File: config.mk
export PLATFORM = sky130hd
export DESIGN_NAME = seg_msg_scheduler
export DESIGN_NICKNAME = d
export VERILOG_FILES = /design/src/rtl/seg_msg_pkg.sv /design/src/rtl/seg_char_rom.sv /design/src/rtl/seg_msg_scheduler.sv
export SDC_FILE = /design/constraint.sdc
export NUM_CORES = 1
export LEC_CHECK = 0
export ABC_AREA = 1
export CAP_MARGIN = 20
export CORE_MARGIN = 2
export CORE_UTILIZATION = 41
export CTS_CLUSTER_SIZE = 20
export DETAILED_ROUTE_END_ITERATION = 16
export GPL_TIMING_DRIVEN = 0
export HOLD_SLACK_MARGIN = 0.08
export PLACE_DENSITY = 0.67
export SYNTH_ARGS = -nofsm -noshare
export SYNTH_HDL_FRONTEND = slang
export SYNTH_SLANG_ARGS = --single-unit
File: constraint.sdc
create_clock -name iCLK -period 2.1 [get_ports iCLK]
set_clock_uncertainty 0.1 [all_clocks]
set_input_delay 0.42 -clock iCLK [delete_from_list [all_inputs] [get_ports iCLK]]
set_output_delay 0.42 -clock iCLK [all_outputs]
set_load 0.01 [all_outputs]
File: src/rtl/seg_msg_pkg.sv
`default_nettype none
// ============================================================================
// seg_msg_pkg : character codes, request ids, states and 7-seg constants
//               shared by the display scheduler and its character ROM.
// Revision    : 1.0
// ============================================================================
package seg_msg_pkg;

    // Code 0 is blank so callers can zero-suppress; the glyph '0' lives at 10.
    typedef enum logic [4:0] {
        CH_BLANK = 5'd0,
        CH_1     = 5'd1,
        CH_2, CH_3, CH_4, CH_5, CH_6, CH_7, CH_8, CH_9,
        CH_0,
        CH_A, CH_C, CH_D, CH_E, CH_L, CH_N, CH_O, CH_P, CH_R, CH_S, CH_T, CH_U, CH_Y,
        CH_DASH
    } char_t;

    // Numeric order of SAVE/PLAY/ERR doubles as their priority order.
    typedef enum logic [1:0] {
        REQ_SAVE  = 2'd0,
        REQ_PLAY  = 2'd1,
        REQ_ERR   = 2'd2,
        REQ_CLEAR = 2'd3
    } req_id_t;

    typedef enum logic {
        ST_IDLE = 1'b0,
        ST_SHOW = 1'b1
    } state_t;

    localparam logic [6:0] SEG_DARK = 7'h7F;

    function automatic char_t banner_char(input req_id_t id, input logic [2:0] idx);
        if (idx[2]) return CH_BLANK;
        case ({id, idx[1:0]})
            {REQ_SAVE, 2'd3}: return CH_S;
            {REQ_SAVE, 2'd2}: return CH_A;
            {REQ_SAVE, 2'd1}: return CH_U;
            {REQ_SAVE, 2'd0}: return CH_E;
            {REQ_PLAY, 2'd3}: return CH_P;
            {REQ_PLAY, 2'd2}: return CH_L;
            {REQ_PLAY, 2'd1}: return CH_A;
            {REQ_PLAY, 2'd0}: return CH_Y;
            {REQ_ERR,  2'd3}: return CH_E;
            {REQ_ERR,  2'd2}: return CH_R;
            {REQ_ERR,  2'd1}: return CH_R;
            {REQ_ERR,  2'd0}: return CH_DASH;
            default:          return CH_BLANK;
        endcase
    endfunction

endpackage
`default_nettype wire

File: src/rtl/seg_char_rom.sv
`default_nettype none
// ============================================================================
// seg_char_rom : 5-bit character code -> active-low segments {g,f,e,d,c,b,a}
// Revision     : 1.0
// ============================================================================
module seg_char_rom
    import seg_msg_pkg::*;
(
    input  logic [4:0] code,
    output logic [6:0] seg
);
    always_comb begin
        seg = SEG_DARK;
        case (code)
            CH_0:    seg = 7'h40;
            CH_1:    seg = 7'h79;
            CH_2:    seg = 7'h24;
            CH_3:    seg = 7'h30;
            CH_4:    seg = 7'h19;
            CH_5:    seg = 7'h12;
            CH_6:    seg = 7'h02;
            CH_7:    seg = 7'h78;
            CH_8:    seg = 7'h00;
            CH_9:    seg = 7'h10;
            CH_A:    seg = 7'h08;
            CH_C:    seg = 7'h46;
            CH_D:    seg = 7'h21;
            CH_E:    seg = 7'h06;
            CH_L:    seg = 7'h47;
            CH_N:    seg = 7'h2B;
            CH_O:    seg = 7'h23;
            CH_P:    seg = 7'h0C;
            CH_R:    seg = 7'h2F;
            CH_S:    seg = 7'h12;
            CH_T:    seg = 7'h07;
            CH_U:    seg = 7'h41;
            CH_Y:    seg = 7'h11;
            CH_DASH: seg = 7'h3F;
            default: seg = SEG_DARK;
        endcase
    end
endmodule
`default_nettype wire

File: src/rtl/seg_msg_scheduler.sv
`default_nettype none
// ============================================================================
// seg_msg_scheduler : shares the 8-digit display between live view and timed
//                     SAVE/PLAY/ERR banners. Optional macro: SEG_BLINK_EN.
// Revision          : 1.0
// ============================================================================
module seg_msg_scheduler
    import seg_msg_pkg::*;
#(
    parameter int HOLD_CYCLES = 8000000,
    parameter int BLINK_HALF  = 2000000
) (
    input  logic        iCLK,
    input  logic        iRST,
    input  logic [39:0] iLiveChar,
    input  logic        iReqValid,
    input  logic [1:0]  iReqId,
    output logic        oReqReady,
    output logic [55:0] oSeg,
    output logic        oBannerOn,
    output logic        oBusy
);
    localparam int            CW        = (HOLD_CYCLES > 1) ? $clog2(HOLD_CYCLES) : 1;
    localparam logic [CW-1:0] HOLD_LAST = CW'(HOLD_CYCLES - 1);

    state_t        state, state_next;
    req_id_t       req, cur_id, cur_id_next, pend_id, pend_id_next;
    logic          pend_valid, pend_valid_next;
    logic [CW-1:0] cnt, cnt_next;
    logic          expiry, blocked, accept, banner_dark;
    logic [4:0]    code  [8];
    logic [6:0]    glyph [8];
    logic [55:0]   seg_next;

    assign req = req_id_t'(iReqId);

    always_comb begin
        expiry          = (cnt == HOLD_LAST);
        // Only a full slot plus a request that neither preempts, restarts nor overwrites stalls.
        blocked         = (state == ST_SHOW) && pend_valid && (req != REQ_CLEAR)
                          && (req < cur_id) && (req <= pend_id);
        accept          = iReqValid && !blocked;
        state_next      = state;
        cur_id_next     = cur_id;
        cnt_next        = cnt;
        pend_valid_next = pend_valid;
        pend_id_next    = pend_id;
        case (state)
            ST_IDLE: begin
                if (accept && req != REQ_CLEAR) begin
                    state_next  = ST_SHOW;
                    cur_id_next = req;
                    cnt_next    = '0;
                end
            end
            ST_SHOW: begin
                if (accept && req == REQ_CLEAR) begin
                    state_next      = ST_IDLE;
                    cnt_next        = '0;
                    pend_valid_next = 1'b0;
                end else if (accept && (expiry || req >= cur_id)) begin
                    cur_id_next = req;
                    cnt_next    = '0;
                end else if (accept) begin
                    pend_valid_next = 1'b1;
                    pend_id_next    = req;
                end else if (expiry) begin
                    cnt_next = '0;
                    if (pend_valid) begin
                        cur_id_next     = pend_id;
                        pend_valid_next = 1'b0;
                    end else begin
                        state_next = ST_IDLE;
                    end
                end else begin
                    cnt_next = cnt + CW'(1);
                end
            end
            default: state_next = ST_IDLE;
        endcase
    end

    assign oReqReady = !blocked;
    assign oBusy     = (state == ST_SHOW) || pend_valid;

    always_ff @(posedge iCLK or negedge iRST) begin
        if (!iRST) begin
            state      <= ST_IDLE;
            cur_id     <= REQ_SAVE;
            cnt        <= '0;
            pend_valid <= 1'b0;
            pend_id    <= REQ_SAVE;
        end else begin
            state      <= state_next;
            cur_id     <= cur_id_next;
            cnt        <= cnt_next;
            pend_valid <= pend_valid_next;
            pend_id    <= pend_id_next;
        end
    end

`ifdef SEG_BLINK_EN
    localparam int            BW         = (BLINK_HALF > 1) ? $clog2(BLINK_HALF) : 1;
    localparam logic [BW-1:0] BLINK_LAST = BW'(BLINK_HALF - 1);

    logic [BW-1:0] blink_cnt;
    logic          blink_dark;

    // Phase restarts lit whenever the hold counter restarts.
    always_ff @(posedge iCLK or negedge iRST) begin
        if (!iRST) begin
            blink_cnt  <= '0;
            blink_dark <= 1'b0;
        end else if (state_next != ST_SHOW || cnt_next == '0) begin
            blink_cnt  <= '0;
            blink_dark <= 1'b0;
        end else if (blink_cnt == BLINK_LAST) begin
            blink_cnt  <= '0;
            blink_dark <= !blink_dark;
        end else begin
            blink_cnt  <= blink_cnt + BW'(1);
        end
    end

    assign banner_dark = blink_dark;
`else
    assign banner_dark = 1'b0;
`endif

    for (genvar i = 0; i < 8; i++) begin : g_digit
        assign code[i] = (state == ST_SHOW) ? 5'(banner_char(cur_id, 3'(i)))
                                            : iLiveChar[5*i +: 5];
        seg_char_rom u_rom (
            .code (code[i]),
            .seg  (glyph[i])
        );
        assign seg_next[7*i +: 7] = ((state == ST_SHOW) && banner_dark) ? SEG_DARK : glyph[i];
    end

    always_ff @(posedge iCLK or negedge iRST) begin
        if (!iRST) begin
            oSeg      <= {8{SEG_DARK}};
            oBannerOn <= 1'b0;
        end else begin
            oSeg      <= seg_next;
            oBannerOn <= (state == ST_SHOW);
        end
    end

endmodule
`default_nettype wire

* After elaboration in Yosys (flattened, before gate mapping)
Memory sizes are Yosys's and may differ from the RTL's. A register that Yosys moved wholly into a read port is not among the register bits.
Index checks and enable logic that the tools add are counted.
** Word-level totals
- Register bits :: 30
- Latch bits :: 0
- Memory bits (writable) :: 0
- ROM bits :: 1792
- Bits of input ports :: 45
- Output and inout bits :: 59
- Word-level logic and storage cells :: 94
- Memories :: 8
** Memories
- (name not given) :: words 32, bits a word 7, read ports 1, clocked after memory_dff 1, write ports 0, RTL line seg_char_rom.sv:14 : case (code)
- (name not given) :: words 32, bits a word 7, read ports 1, clocked after memory_dff 1, write ports 0, RTL line seg_char_rom.sv:14
- (name not given) :: words 32, bits a word 7, read ports 1, clocked after memory_dff 1, write ports 0, RTL line seg_char_rom.sv:14
- (name not given) :: words 32, bits a word 7, read ports 1, clocked after memory_dff 1, write ports 0, RTL line seg_char_rom.sv:14
- (name not given) :: words 32, bits a word 7, read ports 1, clocked after memory_dff 1, write ports 0, RTL line seg_char_rom.sv:14
- (name not given) :: words 32, bits a word 7, read ports 1, clocked after memory_dff 1, write ports 0, RTL line seg_char_rom.sv:14
- +2 memories
** Operators by class
- Add/sub/neg operators :: 1
- $mul :: 0
- Divide/modulo/power cells :: 0
- $lt $le $gt $ge :: 3
- Equal/unequal tests :: 12
- Shifts and indexed selects :: 0
- Multiplexer cells :: 36
- Bitwise operators :: 3
- Reductions and logical operators :: 25
** Operators with widths (count)
- 23-bit 2-to-1 mux :: 5
- 5-bit one-hot mux with 3 select lines :: 4
- 23-bit one-hot mux with 2 select lines :: 1
- 5-bit 2-to-1 mux :: 8
- 23-bit by 1-bit adder with 23-bit output (second input constant) :: 1
- 23-bit equality test (second input constant) :: 1
- 2-bit 2-to-1 mux :: 6
- 1-bit 2-to-1 mux :: 10
- 1-bit logical NOT :: 9
- 1-bit logical AND :: 8
- 2-bit inequality test (second input constant) :: 4
- 3-bit by 1-bit inequality test with 1-bit output (second input constant) :: 2
- 5-bit AND reduction :: 1
- 2-bit equality test (second input constant) :: 2
- 4-bit by 2-bit inequality test with 1-bit output (second input constant) :: 1
- 2-bit one-hot mux with 2 select lines :: 1
- 4-bit AND reduction :: 1
- 3-bit by 2-bit inequality test with 1-bit output (second input constant) :: 1
- 1-bit inverter :: 3
- 3-bit AND reduction :: 1
- 3-bit nonzero test :: 1
- 2-bit by 1-bit equality test with 1-bit output (second input constant) :: 1
- 2-bit greater-or-equal comparator :: 1
- 2-bit less-or-equal comparator :: 1
- 5 further kinds :: 6

* Depth between registers and ports, before layout
Gate-level depths: netlist (run 1).
- Depth after elaboration :: 10
- Gate-level depth with buffers :: 15
- Gate-level depth less buffers :: 15

* Cells and area by module
From an unflattened synthesis (run 1), not the netlist that was laid out.
** Unflattened totals
- Cells, all modules :: 1073
- Area total of the unflattened synthesis :: 7503.4 um^2
** By module, submodules not included
- seg_msg_scheduler :: times used 1, cells each 520, area each 4275.4 um^2, sequential area each 2222.1 um^2
- seg_char_rom at g_digit[3].u_rom ... :: times used 5, cells each 68, area each 404.1 um^2, sequential area each 0.0 um^2
- seg_char_rom at g_digit[0].u_rom :: times used 1, cells each 69, area each 417.9 um^2, sequential area each 0.0 um^2
- seg_char_rom at g_digit[2].u_rom :: times used 1, cells each 72, area each 400.4 um^2, sequential area each 0.0 um^2
- seg_char_rom at g_digit[1].u_rom :: times used 1, cells each 72, area each 389.1 um^2, sequential area each 0.0 um^2

* Worst setup path after synthesis (run 1)
Ideal clock, no wire load.
- Path type :: register to register
- Start :: register state
- End :: register oSeg[31]
- Setup time :: 0.073 ns
- Data arrival time :: 1.979 ns
- Required time :: 1.927 ns
- Slack :: -0.053 ns
- Cell stages (with the launch flop) :: 11
- Buffers on the path :: 3
- Clock period less this slack :: 2.153 ns
- Cells stage by stage :: dfrtp_1 > buf_6 > buf_6 > buf_2 > nor2_1 > inv_1 > ha_1 > or2_2 > a31oi_1 > nor2_1 > a21oi_1
** On the way
- Longest elaborated chain between the ends :: 1
** Ends and longest elaborated chain
- from (decl) :: RTL line seg_msg_scheduler.sv:26 : state_t state, state_next;
- from (signal assigned) :: RTL line seg_msg_scheduler.sv:94 : state <= state_next;
- 5-bit 2-to-1 mux :: RTL line seg_msg_scheduler.sv:131 : assign code[i] = (state == ST_SHOW) ? 5'(banner_char(cur_id, 3'(i)))
- to (decl) :: RTL line seg_msg_scheduler.sv:19 : output logic [55:0] oSeg,
No other way between the ends.
A chain may end at the register's enable or synchronous reset.

* Worst setup path in the final report (run 1)
- Start :: register state
- End :: output oReqReady
** On the way
- Longest elaborated chain between the ends :: 5
** Ends and longest elaborated chain
- 1-bit logical AND (2 in series) :: RTL line seg_msg_scheduler.sv:40 : blocked = (state == ST_SHOW) && pend_valid && (req != REQ_CLEAR)
- 1-bit logical AND (2 in series) :: RTL line seg_msg_scheduler.sv:41 : && (req < cur_id) && (req <= pend_id);
- 1-bit logical NOT :: RTL line seg_msg_scheduler.sv:83 : assign oReqReady = !blocked;
- to (decl) :: RTL line seg_msg_scheduler.sv:18 : output logic oReqReady,
No other way between the ends.

==> out/results.ini, run 1 <==
[run_status]
status = finished, final reports clean

[yosys]
async_flop_share = 1.00
synth_cells = 939
synth.area.mux_share = 0
synthSimpleGateAreaFrac = 0.291
yosys.area.top_type = dfstp_2
ys_seq_area_frac = 0.336
synth_area_mm2 = 0.00661
synthFlopType = dfstp_2
syn_nets = 1036
ys_warn_count = 0
syn_area_per_cell_um2 = 7.04
ys_ff_latch = 86
synth_xor_area_frac = 0.0106
synth_top_area_frac = 0.223
ys_top_cells_by_area = dfstp_2 (22%), nand2_1 (12%), dfrtp_1 (11%)
synth_edf_count = 0
synth_fa_ha_area_frac = 0.0985
synth_top_family_by_area = simple AND/OR/NAND/NOR gates
synth_compound_area_frac = 0.164
synth_cell_type_count = 41

[floorplan]
rows = 46
start_util = 0.417
die_w_um = 131
dieHeight_um = 131
die_area_mm2 = 0.0171
core_area_mm2 = 0.0158
io_pins = 104

[timing]
fin_crit_ns = 2.06
timing.fmax_mhz = 485
hold_viol = 0
tightest_slew_ns = 0.556
finalSetupViolations = 0
relSlewSlack = 0.629
fin_crit_sh = 0.981
whs_ns = 0.434
rsz0062_at_grt = true
finalMaxSlewViolations = 0

[worst_setup_path]
startpoint = state$_DFF_PN0_
crit_end = oReqReady
rr_worst_depth = 9
endpoint_kind = primary output
path_cells = buf_8 -> buf_6 -> nand2_2 -> inv_2 -> nand2_2 -> nor2_4 -> nand2_4 -> buf_6
crit_required_ns = 1.58
worst_path_largest_cell_delay_ns = 0.38
timing.rr.end = oSeg[8]$_DFF_PN1_
cp_max_fo = 5
r2r_start = cur_id[0]$_DFFE_PN0P_
critPathSlowestCell = dfrtp_1
arrival_ns = 1.54
critPathKind = reg2out
start_kind = flip-flop
r2r_setup_slack_ns = 0.06

[cts]
cts_buffers = 9
cts_sinks = 86
clock_path_buffers = 2
clk_pin_slew_ns = 0.07
cts_tree = built
ctsRootBufferMaster = clkbuf_16
clock_latency_ns = 0.35
htreeDepth = 3

[global_route]
grt_start_max_net_pins = 46
grt_pass1_vias = 6097
grt-busiest-layer = met2
grt-ovfl-total = 0
antenna_found_initial = 0
use_met1 = 0.297
grt_usage = 0.212
grt_first_pass_wirelength_um = 29000
grt_util_met2 = 0.330
grtUsageMet3 = 0.0419

[flow_run]
maxCapViolCount = 0

[final_layout]
drive_gt1_frac = 0.214
nNetsFinal = 1197
layout.cells.non_filler = 1321
antenna_cells = 0
synthToLayoutAreaGrowth_pct = 39.4
fin_util = 0.582

[power]
power_density_mw_per_mm2 = 1170
max-vdd-ir-drop_mv = 0.559
power.leakage_nw = 4.25

[drt]
vias = 6881
ant_nets = 0
drc_errors = 0
dr.pass1.iters = 6
drtIter0Drc = 587
wl_per_cell_um = 14.2
viasPerCell = 5.21
drt-total-wl_um = 18800

[place]
io_buffers = 103
gp_congestion = 0.929
dp_hpwl_um = 13000
dp_cells = 1259

[hold_path]
hp-class = reg2reg

cells by family after synthesis:
group | count (synthesis)
and+or+nand+nor | 450
AOI/OAI and AO/OA | 184
buffers and inverters | 159
DFF | 86
adders and majority gates | 52
xor gates and xnor gates | 8
critical path: cells and delay by family, from the launching register on:
family | cells | cell delay, ns
buffers and inverters | 4 | 0.48
and+or+nand+nor | 4 | 0.33
DFF | 1 | 0.38
routing by layer:
layer,vias to the layer above,share of wire
li1,3407,-
met1,3167,0.45
met2,267,0.46
met3,40,0.070
met4,0,0.021
met5,-,0
placed cells by master, fill, tap and decap left out, types with 8 or more instances in the layout:
master,instances
nand2_2,17
nor2_1,105
o21ai_0,48
a32oi_1,12
buf_4,37
clkdlybuf4s50_1,98
a21oi_1,46
dfstp_2,56
nand4_1,13
inv_1,121
o21ai_1,23
nand2_4,9
ha_1,43
nand2_1,198
clkbuf_16,12
a31oi_1,9
nor3_1,8
buf_12,8
dfrtp_1,29
inv_2,19
buf_6,9
nor2_4,13
a22oi_1,10
nand3_1,67
flip-flops by register name, indices dropped and copies added (netlist names):
| name | count |
|---|---|
| oSeg | 56 |
| oBannerOn | 1 |
| cur_id | 2 |
| pend_id | 2 |
| state | 1 |
| cnt | 23 |
| pend_valid | 1 |
repair_timing:
item,4_1_cts,5_1_grt
gates cloned,1,3
buffers inserted,19,22
pin swaps,14,31
endpoints found under the hold margin,16,0
hold buffers,1,0
setup endpoints to repair,84,62
gates resized for setup,65,92
area by class of cell:
type	count	area, um2
multi-input combinational	694	4130
inverter	142	548
sequential	86	2220
tap	216	270
clock inverter	4	76.3
clock buffer	12	268
fill	1430	6620
buffer	17	193
timing repair buffer	150	1510
how the worst min path moves through the flow:
| stage | depth (start not counted) | end | startpoint | slack (ns) |
|---|---|---|---|---|
| after floorplan | 0 | cnt[0]$_DFFE_PN0P_ | iRST | 0.02 |
| after global placement | 0 | oBannerOn$_DFF_PN0_ | state$_DFF_PN0_ | 0.35 |
| after detailed placement | 1 | cnt[16]$_DFFE_PN0P_ | iRST | 0.35 |
| after CTS | 3 | pend_id[1]$_DFFE_PN0P_ | iReqId[1] | 0.41 |
| after global routing | 1 | oBannerOn$_DFF_PN0_ | state$_DFF_PN0_ | 0.46 |
| final | 2 | cnt[1]$_DFFE_PN0P_ | cnt[1]$_DFFE_PN0P_ | 0.43 |
cells in the mapped netlist, types with 4 or more instances:
library cell  count
a21oi_1          49
a22oi_1          10
a31oi_1          11
a32oi_1          12
buf_2             6
buf_4             5
buf_6             4
dfrtp_1          30
dfstp_2          56
ha_1             52
inv_1           139
nand2_1         217
nand2_2           7
nand3_1          68
nand4_1          13
nor2_1          114
nor2_2            5
nor2_4            4
nor3_1            9
o211ai_1          7
o21ai_0          60
o21ai_1          16
or2_2             5
xor2_1            7
through the flow:
stage | power, mW | setup slack (ns) | cell area (um2) | setup TNS (ns)
2_1_floorplan | 5.81 | -0.0525 | 6610 | -0.105
4_1_cts | 9.97 | -0.0287 | 8620 | -0.161
5_1_grt | 11.5 | -0.0561 | 9210 | -0.351
6_report | 10.8 | 0.0397 | 9210 | 0
3_3_place_gp | 7.64 | -2.66 | 7910 | -201.26
3_5_place_dp | 7.64 | -0.653 | 7930 | -30.76
power breakdown:
group	leakage [nW]	total (mW)	switching [mW]	internal, mW
Sequential	0.990	2.67	0.191	2.48
Combinational	3.09	6.26	3.48	2.79
Clock	0.164	1.85	0.704	1.15
Power figures use the tool's default switching activity.
==> inputs of run 2 (changes only) <==
Settings changed: CAP_MARGIN 20 to unset, SKIP_LAST_GASP set to 1.
==> run 2 against run 1 <==
  * Wire length rose by 0.74%
  * Design area is 0.88% higher
  * Critical path depth is the same
  * Sequential share of layout area down 0.21 points
==> out/results.ini, run 2 (synthesis results as in run 1) <==
[run_status]
status = finished, final reports clean

[power]
power_density_mw_per_mm2 = 1180
net-switching-power_mw = 4.47
power.leakage_nw = 4.25
p_int_mw = 6.49
max-vdd-ir-drop_mv = 0.559
p_seq_frac = 0.245
power_frac_clock = 0.169
comb_power_share = 0.586
swShare = 0.407

[final_layout]
final_cell_mix = nand2_1 (197), inv_1 (121), nor2_1 (105), clkdlybuf4s50_1 (98), nand3_1 (67)
synthToLayoutAreaGrowth_pct = 40.6
largest_reg_flops = 56
layout_commonest_cell = nand2_1
regArea_mm2 = 0.00222
drive_gt1_frac = 0.227
top_register = oSeg
multi_input_area_mm2 = 0.00422
reg.largest.list = oSeg x56, cnt x23
nNetsFinal = 1198
fin_area_mm2 = 0.00929
antenna_cells = 0
fillers = 1418

[timing]
finalSetupViolations = 0
timing.fmax_mhz = 481
fin_crit_sh = 0.990
rsz0062_at_grt = true
tightest_slew_ns = 0.560
tns_ns = 0
relSlewSlack = 0.627
hold_viol = 0
finalMaxSlewViolations = 0
fin_crit_ns = 2.08

[global_route]
grt_start_max_net_pins = 46
antenna_found_initial = 0
grt_first_pass_wirelength_um = 29000
grt_usage = 0.212
grt-ovfl-total = 0
grt_pass1_vias = 6097

[worst_setup_path]
rr_worst_depth = 11
start_kind = flip-flop
arrival_ns = 1.56
r2r_start = cur_id[0]$_DFFE_PN0P_
timing.rr.end = oSeg[6]$_DFF_PN1_
cp_common_cell = buf_6
startpoint = state$_DFF_PN0_
crit_buf_inv = 4
path_cells = buf_8 -> buf_6 -> nand2_1 -> inv_1 -> nand2_2 -> nor2_4 -> nand2_4 -> buf_6
r2r_setup_slack_ns = 0.03
cp_max_fo = 5
endpoint_kind = primary output
crit_end = oReqReady
worst_path_largest_cell_delay_ns = 0.39
critPathSlowestCell = dfrtp_1
critPathTopFamily = buffers and inverters
crit_required_ns = 1.58
critPathKind = reg2out
critical_path_cell_count = 8

[place]
gp_congestion = 0.929
dp_hpwl_um = 13000
placement.cell_area_mm2 = 0.00793
io_buffers = 103

[drt]
viasPerCell = 5.20
drtIter0Drc = 564
dr.pass1.iters = 6
vias = 6872
drt-total-wl_um = 19000
wl_per_cell_um = 14.3
drc_errors = 0
ant_nets = 0

[cts]
cts_buffers = 9
clock_path_buffers = 2
clk_pin_slew_ns = 0.07
ctsRootBufferMaster = clkbuf_16
htreeDepth = 3
cts_sinks = 86
clock_latency_ns = 0.35
cts_tree = built

[hold_path]
hp-class = reg2reg

[floorplan]
die_area_mm2 = 0.0171
io_pins = 104
rows = 46
dieHeight_um = 131
start_util = 0.417
core_area_mm2 = 0.0158
die_w_um = 131

[flow_run]
maxCapViolCount = 0

[run 2: cell count changes in the layout (fill, tap and decap cells not counted), sizes merged]
cell,previous run,this run
buf,60,62
clkbuf,17,16
[run 2: how the worst min path moves through the flow]
stage	startpoint	to	cells past startpoint
2_1_floorplan	iRST	cnt[0]$_DFFE_PN0P_	0
3_3_place_gp	state$_DFF_PN0_	oBannerOn$_DFF_PN0_	0
3_5_place_dp	iRST	cnt[16]$_DFFE_PN0P_	1
4_1_cts	iReqId[1]	pend_id[1]$_DFFE_PN0P_	3
5_1_grt	state$_DFF_PN0_	oBannerOn$_DFF_PN0_	1
6_report	cnt[1]$_DFFE_PN0P_	cnt[1]$_DFFE_PN0P_	2
[run 2: per-layer routing]
metal,global-route usage,vias to the layer above,wire [um]
met5,0,-,0
met4,0.0682,0,317
met3,0.0419,30,1190
met2,0.330,246,8810
met1,0.298,3189,8630
li1,-,3407,-
[run 2: what timing repair did]
action | in CTS | in global routing
gates cloned | 1 | 2
buffers inserted | 19 | 24
resized for setup | 63 | 114
hold buffers | 1 | 0
pin swaps | 14 | 35
endpoints found under the hold margin | 16 | 0
setup endpoints to repair | 84 | 64
[run 2: power groups by stage]
stage	Sequential, mW	Combinational, mW	Clock, mW
finish	2.68	6.43	1.85
detailed placement	2.70	4.94	0
global route	2.75	7.00	1.95
CTS	2.67	5.39	1.89
global placement	2.70	4.94	0
floorplan	2.93	2.88	0
[run 2: through the flow]
step	utilization	worst slack, ns	hold slack, ns	std cells	total power [mW]
3_3_place_gp	0.500	-2.66	0.350	1258	7.64
3_5_place_dp	0.501	-0.653	0.349	1259	7.64
5_1_grt	0.587	-0.0811	0.464	1322	11.7
4_1_cts	0.544	-0.0307	0.407	1296	9.96
2_1_floorplan	-	-0.0525	0.0244	939	5.81
6_report	0.587	0.0207	0.432	1322	11.0
[run 2: tightest hold or removal path: stages (launching register included)]
cell,delay [ns]
dfrtp_1,0.37
nand2_1,0.06
o21ai_1,0.06
[run 2: cell type report]
cell class	instances	share of cell area
clock inverters	4	0.00821
plain buffers	17	0.0211
inverters	142	0.0592
repair buffers	151	0.161
well taps	216	0.0291
clock buffers	12	0.0288
multi-input cells	694	0.454
flip-flops and latches	86	0.239
